--- config.mk ---
export PLATFORM = sky130hd
export DESIGN_NAME = booth_mult_seq_flat
export DESIGN_NICKNAME = d
export VERILOG_FILES = /design/src/rtl/booth_mult_seq_if.sv /design/src/rtl/booth_mult_seq.sv /design/src/flat_wrapper.sv
export SDC_FILE = /design/constraint.sdc
export NUM_CORES = 1
export LEC_CHECK = 0
export CORE_MARGIN = 8
export CORE_UTILIZATION = 58
export CTS_BUF_LIST = sky130_fd_sc_hd__clkbuf_2 sky130_fd_sc_hd__clkbuf_4 sky130_fd_sc_hd__clkbuf_8
export CTS_CLUSTER_DIAMETER = 200
export DETAILED_ROUTE_END_ITERATION = 8
export HOLD_SLACK_MARGIN = 0.02
export PLACE_DENSITY = 0.82
export SYNTH_ARGS = -nofsm -noshare
export SYNTH_HDL_FRONTEND = slang
export SYNTH_SLANG_ARGS = --single-unit
export TNS_END_PERCENT = 30
--- constraint.sdc ---
create_clock -name clk -period 3.95 [get_ports clk]
set_clock_uncertainty 0.05 [all_clocks]
set_input_delay 0.79 -clock clk [delete_from_list [all_inputs] [get_ports clk]]
set_output_delay 0.79 -clock clk [all_outputs]
set_load 0.03 [all_outputs]
--- src/rtl/booth_mult_seq_if.sv ---
// Start/busy/done handshake and operand/result bus for the sequential Booth multiplier.
interface booth_mult_seq_if #(
  parameter int unsigned WIDTH = 8
);
  logic                 start;
  logic [WIDTH-1:0]     mr;
  logic [WIDTH-1:0]     md;
  logic                 busy;
  logic                 done;
  logic [2*WIDTH-1:0]   product;

  modport master (output start, mr, md, input busy, done, product);
  modport slave  (input start, mr, md, output busy, done, product);
endinterface

--- src/rtl/booth_mult_seq.sv ---
// Sequential radix-4 Booth multiplier: recodes two multiplier bits per cycle into a digit in
// {-2,-1,0,+1,+2} and accumulates digit*md into a right-shifting {A,Q} register pair.
module booth_mult_seq #(
  parameter int unsigned WIDTH  = 8,
  parameter bit          SIGNED = 1'b1
) (
  input logic             clk,
  input logic             rst_n,
  booth_mult_seq_if.slave bus
);

  localparam int unsigned EW   = WIDTH + 2;
  localparam int unsigned AW   = WIDTH + 3;
  localparam int unsigned SW   = AW + EW + 1;
  localparam int unsigned N    = SIGNED ? WIDTH / 2 : WIDTH / 2 + 1;
  localparam int unsigned CW   = $clog2(N + 1);
  // After N double-shifts the product's LSB sits this far above bit 0 of {A,Q}.
  localparam int unsigned BASE = EW - 2 * N;

  typedef enum logic [1:0] {StIdle, StRun, StDone} state_e;

  state_e               r_state;
  state_e               w_state_next;
  logic [EW-1:0]        r_m;
  logic [EW-1:0]        r_q;
  logic                 r_qm1;
  logic [AW-1:0]        r_a;
  logic [CW-1:0]        r_cnt;
  logic [2*WIDTH-1:0]   r_product;

  logic                 w_accept;
  logic                 w_last;
  logic                 w_busy;
  logic                 w_done;
  logic [EW-1:0]        w_mr_ext;
  logic [EW-1:0]        w_md_ext;
  logic [AW-1:0]        w_m_a;
  logic [AW-1:0]        w_addend;
  logic [AW-1:0]        w_sum;
  logic [SW-1:0]        w_shifted;
  logic [2*WIDTH-1:0]   w_prod;

  assign w_mr_ext = {{2{SIGNED & bus.mr[WIDTH-1]}}, bus.mr};
  assign w_md_ext = {{2{SIGNED & bus.md[WIDTH-1]}}, bus.md};
  assign w_accept = bus.start && (r_state != StRun);
  assign w_last   = (r_cnt == CW'(N - 1));
  assign w_m_a    = {r_m[EW-1], r_m};

  always_comb begin
    w_addend = '0;
    case ({r_q[1:0], r_qm1})
      3'b001, 3'b010: w_addend = w_m_a;
      3'b011:         w_addend = w_m_a << 1;
      3'b100:         w_addend = -(w_m_a << 1);
      3'b101, 3'b110: w_addend = -w_m_a;
      default:        w_addend = '0;
    endcase
  end

  assign w_sum     = r_a + w_addend;
  assign w_shifted = SW'($signed({w_sum, r_q, r_qm1}) >>> 2);
  assign w_prod    = w_shifted[BASE+1 +: 2*WIDTH];

  always_ff @(posedge clk or negedge rst_n) begin
    if (!rst_n) r_state <= StIdle;
    else        r_state <= w_state_next;
  end

  always_comb begin
    w_state_next = r_state;
    case (r_state)
      StIdle:  if (bus.start) w_state_next = StRun;
      StRun:   if (w_last) w_state_next = StDone;
      StDone:  w_state_next = bus.start ? StRun : StIdle;
      default: w_state_next = StIdle;
    endcase
  end

  always_comb begin
    w_busy = (r_state == StRun);
    w_done = (r_state == StDone);
  end

  always_ff @(posedge clk or negedge rst_n) begin
    if (!rst_n) begin
      r_m       <= '0;
      r_q       <= '0;
      r_qm1     <= 1'b0;
      r_a       <= '0;
      r_cnt     <= '0;
      r_product <= '0;
    end else if (w_accept) begin
      r_m   <= w_md_ext;
      r_q   <= w_mr_ext;
      r_qm1 <= 1'b0;
      r_a   <= '0;
      r_cnt <= '0;
    end else if (r_state == StRun) begin
      {r_a, r_q, r_qm1} <= w_shifted;
      r_cnt             <= r_cnt + 1'b1;
      if (w_last) r_product <= w_prod;
    end
  end

  assign bus.busy    = w_busy;
  assign bus.done    = w_done;
  assign bus.product = r_product;

endmodule

--- src/flat_wrapper.sv ---
// flat-port wrapper written by rule: the top's interface ports become plain ports
module booth_mult_seq_flat 
#(
  parameter int unsigned WIDTH  = 8,
  parameter bit          SIGNED = 1'b1
)
  (clk, rst_n, bus_start, bus_mr, bus_md, bus_busy, bus_done, bus_product);
  booth_mult_seq_if #(.WIDTH(WIDTH)) bus_i ();
  input logic clk;
  input logic rst_n;
  input wire logic [$bits(bus_i.start)-1:0] bus_start;
  input wire logic [$bits(bus_i.mr)-1:0] bus_mr;
  input wire logic [$bits(bus_i.md)-1:0] bus_md;
  output wire logic [$bits(bus_i.busy)-1:0] bus_busy;
  output wire logic [$bits(bus_i.done)-1:0] bus_done;
  output wire logic [$bits(bus_i.product)-1:0] bus_product;
  assign bus_i.start = bus_start;
  assign bus_i.mr = bus_mr;
  assign bus_i.md = bus_md;
  assign bus_busy = bus_i.busy;
  assign bus_done = bus_i.done;
  assign bus_product = bus_i.product;
  booth_mult_seq #(.WIDTH(WIDTH), .SIGNED(SIGNED)) u_core (.clk(clk), .rst_n(rst_n), .bus(bus_i));
endmodule
==> results.sh <==
export IMPL_status="completed"
export IMPL_grt_pass1_wl_um=10700
export IMPL_rows=26
export IMPL_final_common_cell="dfrtp_1"
export IMPL_gr_total_overflow=0
export IMPL_clk_pin_slew_ns=0.09
export IMPL_globalRouteMet1Util_pct=21.2
export IMPL_postCtsResizedCells=0
export IMPL_relSlewSlack_pct=30.0
export IMPL_period_share_pct=86.9
export IMPL_syn_to_final_growth_pct=16.8
export IMPL_post_drt_wl_per_cell_um=15.0
export IMPL_syn_instance_count=325
export IMPL_via_count=2426
export IMPL_cts_setup_buffers=0
export IMPL_hold_class="reg -> reg"
export IMPL_drv_slew=0
export IMPL_final_nets=387
export IMPL_tns_ns=0
export IMPL_globalRouteMet3Util_pct=3.28
export IMPL_grt_max_degree=50
export IMPL_dr_pass1_iters=4
export IMPL_clock_path_buffers=2
export IMPL_groute_usage_overall_pct=17.3
export IMPL_synth_area_per_cell_um2=9.26
export IMPL_ys_warn_count=0
export IMPL_drive_gt1_share_pct=10.2
export IMPL_grt_busiest_layer="met2"
export IMPL_clk_latency_ns=0.30
export IMPL_drv_cap=0
export IMPL_die_h_um=88.0
export IMPL_reg2reg_setup_slack_ns=0.52
export IMPL_hold_viol_final=0
export IMPL_initial_core_util_pct=59.7
export IMPL_layout_cells_most_common_list="dfrtp_1, o21ai_0, clkdlybuf4s50_1, nand2_1, a21oi_1"
export IMPL_routed_wl_um=6360
export IMPL_worstMarginPinSlew_ns=1.05
export IMPL_num_antenna_cells=0
export IMPL_syn_nets=359
export IMPL_finish_instance_area_um2=3510
export IMPL_die_area_um2=7750
export IMPL_cts_tree="built"
export IMPL_ctsHoldBuffers=0
export IMPL_synth_main_ff_cell="dfrtp_1"
export IMPL_placed_cell_area_um2=3410
export IMPL_root_buffer="clkbuf_8"
export IMPL_grt_pass1_vias=2371
export IMPL_cts_buffers=5
export IMPL_dr_first_iter_drc_count=95
export IMPL_dp_hpwl_um=4710
export IMPL_min_period_ns=3.43
export IMPL_use_met2_pct=29.7
export IMPL_setup_viol=0
export IMPL_cp_start_kind="register"
export IMPL_antenna_found_initial=0
export IMPL_drc=0
export IMPL_synth_cell_types=45
export IMPL_cp_data_arrival_time_ns=3.58
export IMPL_path_class="reg -> reg"
export IMPL_rsz0062_at_grt="no"
export IMPL_drt_antenna_violating_nets=0
export IMPL_timing_fmax_mhz=291
export IMPL_crit_fanout=6
export IMPL_required_ns=4.10
export IMPL_coreArea_um2=5040
export IMPL_synth_edf_count=0
export IMPL_fp_dieW_um=88.0
export IMPL_via_per_inst=5.74
export IMPL_synth_seq_cells=49
export IMPL_gp_congestion=0.870
export IMPL_h_tree_depth=2
export IMPL_nFillCells=392
export IMPL_synthArstFlopShare_pct=100
export IMPL_syn_area_um2=3010
export IMPL_pin_count=37
export IMPL_endpoint_kind="register"
export IMPL_cts_sinks=49
export IMPL_portBuffers=36
export IMPL_yosysSeqAreaShare_pct=40.7
==> cells by family (layout without fill, tap and decap cells) <==
family | after synthesis | count (layout) | synth area share, %
AOI/OAI and AO/OA | 94 | 94 | 18.5
DFF | 49 | 49 | 40.7
buffers and inverters | 38 | 66 | 4.99
adders and majority gates | 15 | 15 | 6.49
xor gates and xnor gates | 14 | 14 | 4.07
muxes | 31 | 31 | 11.4
and+or+nand+nor | 84 | 84 | 13.8
==> final timing paths <==
check                                         end  cells past startpoint              startpoint
setup / recovery                    u_core.r_a[9]                     14           u_core.r_m[0]
hold / removal             u_core.bus.product[12]                      2  u_core.bus.product[12]
setup reg to reg                    u_core.r_a[9]                     14           u_core.r_m[0]
hold reg to reg            u_core.bus.product[12]                      2  u_core.bus.product[12]
max in group asynchronous           u_core.r_m[4]                      1                   rst_n
min in group asynchronous   u_core.bus.product[7]                      1                   rst_n
==> sequential cells by signal (all words and copies together), names as in the netlist <==
name,cells
u_core.bus.product,16
u_core.r_q,10
u_core.r_a,9
u_core.r_m,8
u_core.r_cnt,3
u_core.r_state,2
u_core.r_qm1,1
==> cell usage after synthesis (all sizes together), types with 2 or more instances <==
master / number / share of area, %
and3: 2 / 0.42
inv: 17 / 2.1
nor3b: 2 / 0.50
o22ai: 4 / 0.83
ha: 14 / 5.8
nand3: 13 / 2.2
nand2: 33 / 4.1
nor2: 11 / 1.4
a211oi: 2 / 0.50
o21ai: 44 / 7.3
xnor2: 7 / 2.0
nor3: 7 / 1.2
o31ai: 4 / 1.0
mux2i: 13 / 4.3
xor2: 7 / 2.0
nand2b: 2 / 0.42
buf: 2 / 0.50
or3: 3 / 0.62
a21o: 6 / 1.5
mux2: 17 / 6.4
o21a: 3 / 0.75
a21oi: 21 / 3.5
and2: 3 / 0.62
clkbuf: 18 / 2.2
dfrtp: 49 / 41
nor2b: 4 / 0.83
==> metal layers <==
| layer | vias to the layer above | wire length [um] |
|---|---|---|
| met2 | 72 | 3110 |
| met5 | - | 0 |
| li1 | 1211 | - |
| met4 | 0 | 86 |
| met3 | 9 | 342 |
| met1 | 1134 | 2820 |
==> through the flow <==
stage / hold slack, ns / cells / setup slack (ns) / util, %
after global placement: 0.412 / 416 / 0.715 / 67.6
after floorplan: 0.399 / 325 / 0.869 / -
after CTS: 0.446 / 423 / 0.537 / 69.7
final: 0.436 / 423 / 0.518 / 69.7
after detailed placement: 0.422 / 416 / 0.563 / 67.6
after global routing: 0.475 / 423 / 0.235 / 69.7
==> area by class of cell <==
type                    count  area [um2]  share of cell area (%)
well taps                  70        87.6                    2.49
inverters                  18        67.6                    1.92
repair buffers             41         393                    11.2
multi-input cells         238        1630                    46.5
clock inverters             2        38.8                    1.10
flip-flops and latches     49        1230                    34.9
clock buffers               5        68.8                    1.96
==> critical path: stages (launching register included) <==
cell,delay [ns]
dfrtp_1,0.46
inv_1,0.14
ha_1,0.19
nand2_1,0.10
nor3_1,0.19
xor2_1,0.29
mux2i_1,0.11
mux4_2,0.46
ha_1,0.38
o21ai_0,0.14
a21oi_1,0.15
o21ai_0,0.11
and3_1,0.21
o21ai_0,0.13
a21bo_1,0.21
Power is not shown: default switching activity piles up to over one toggle a cycle in this logic, so the estimate is an artifact.
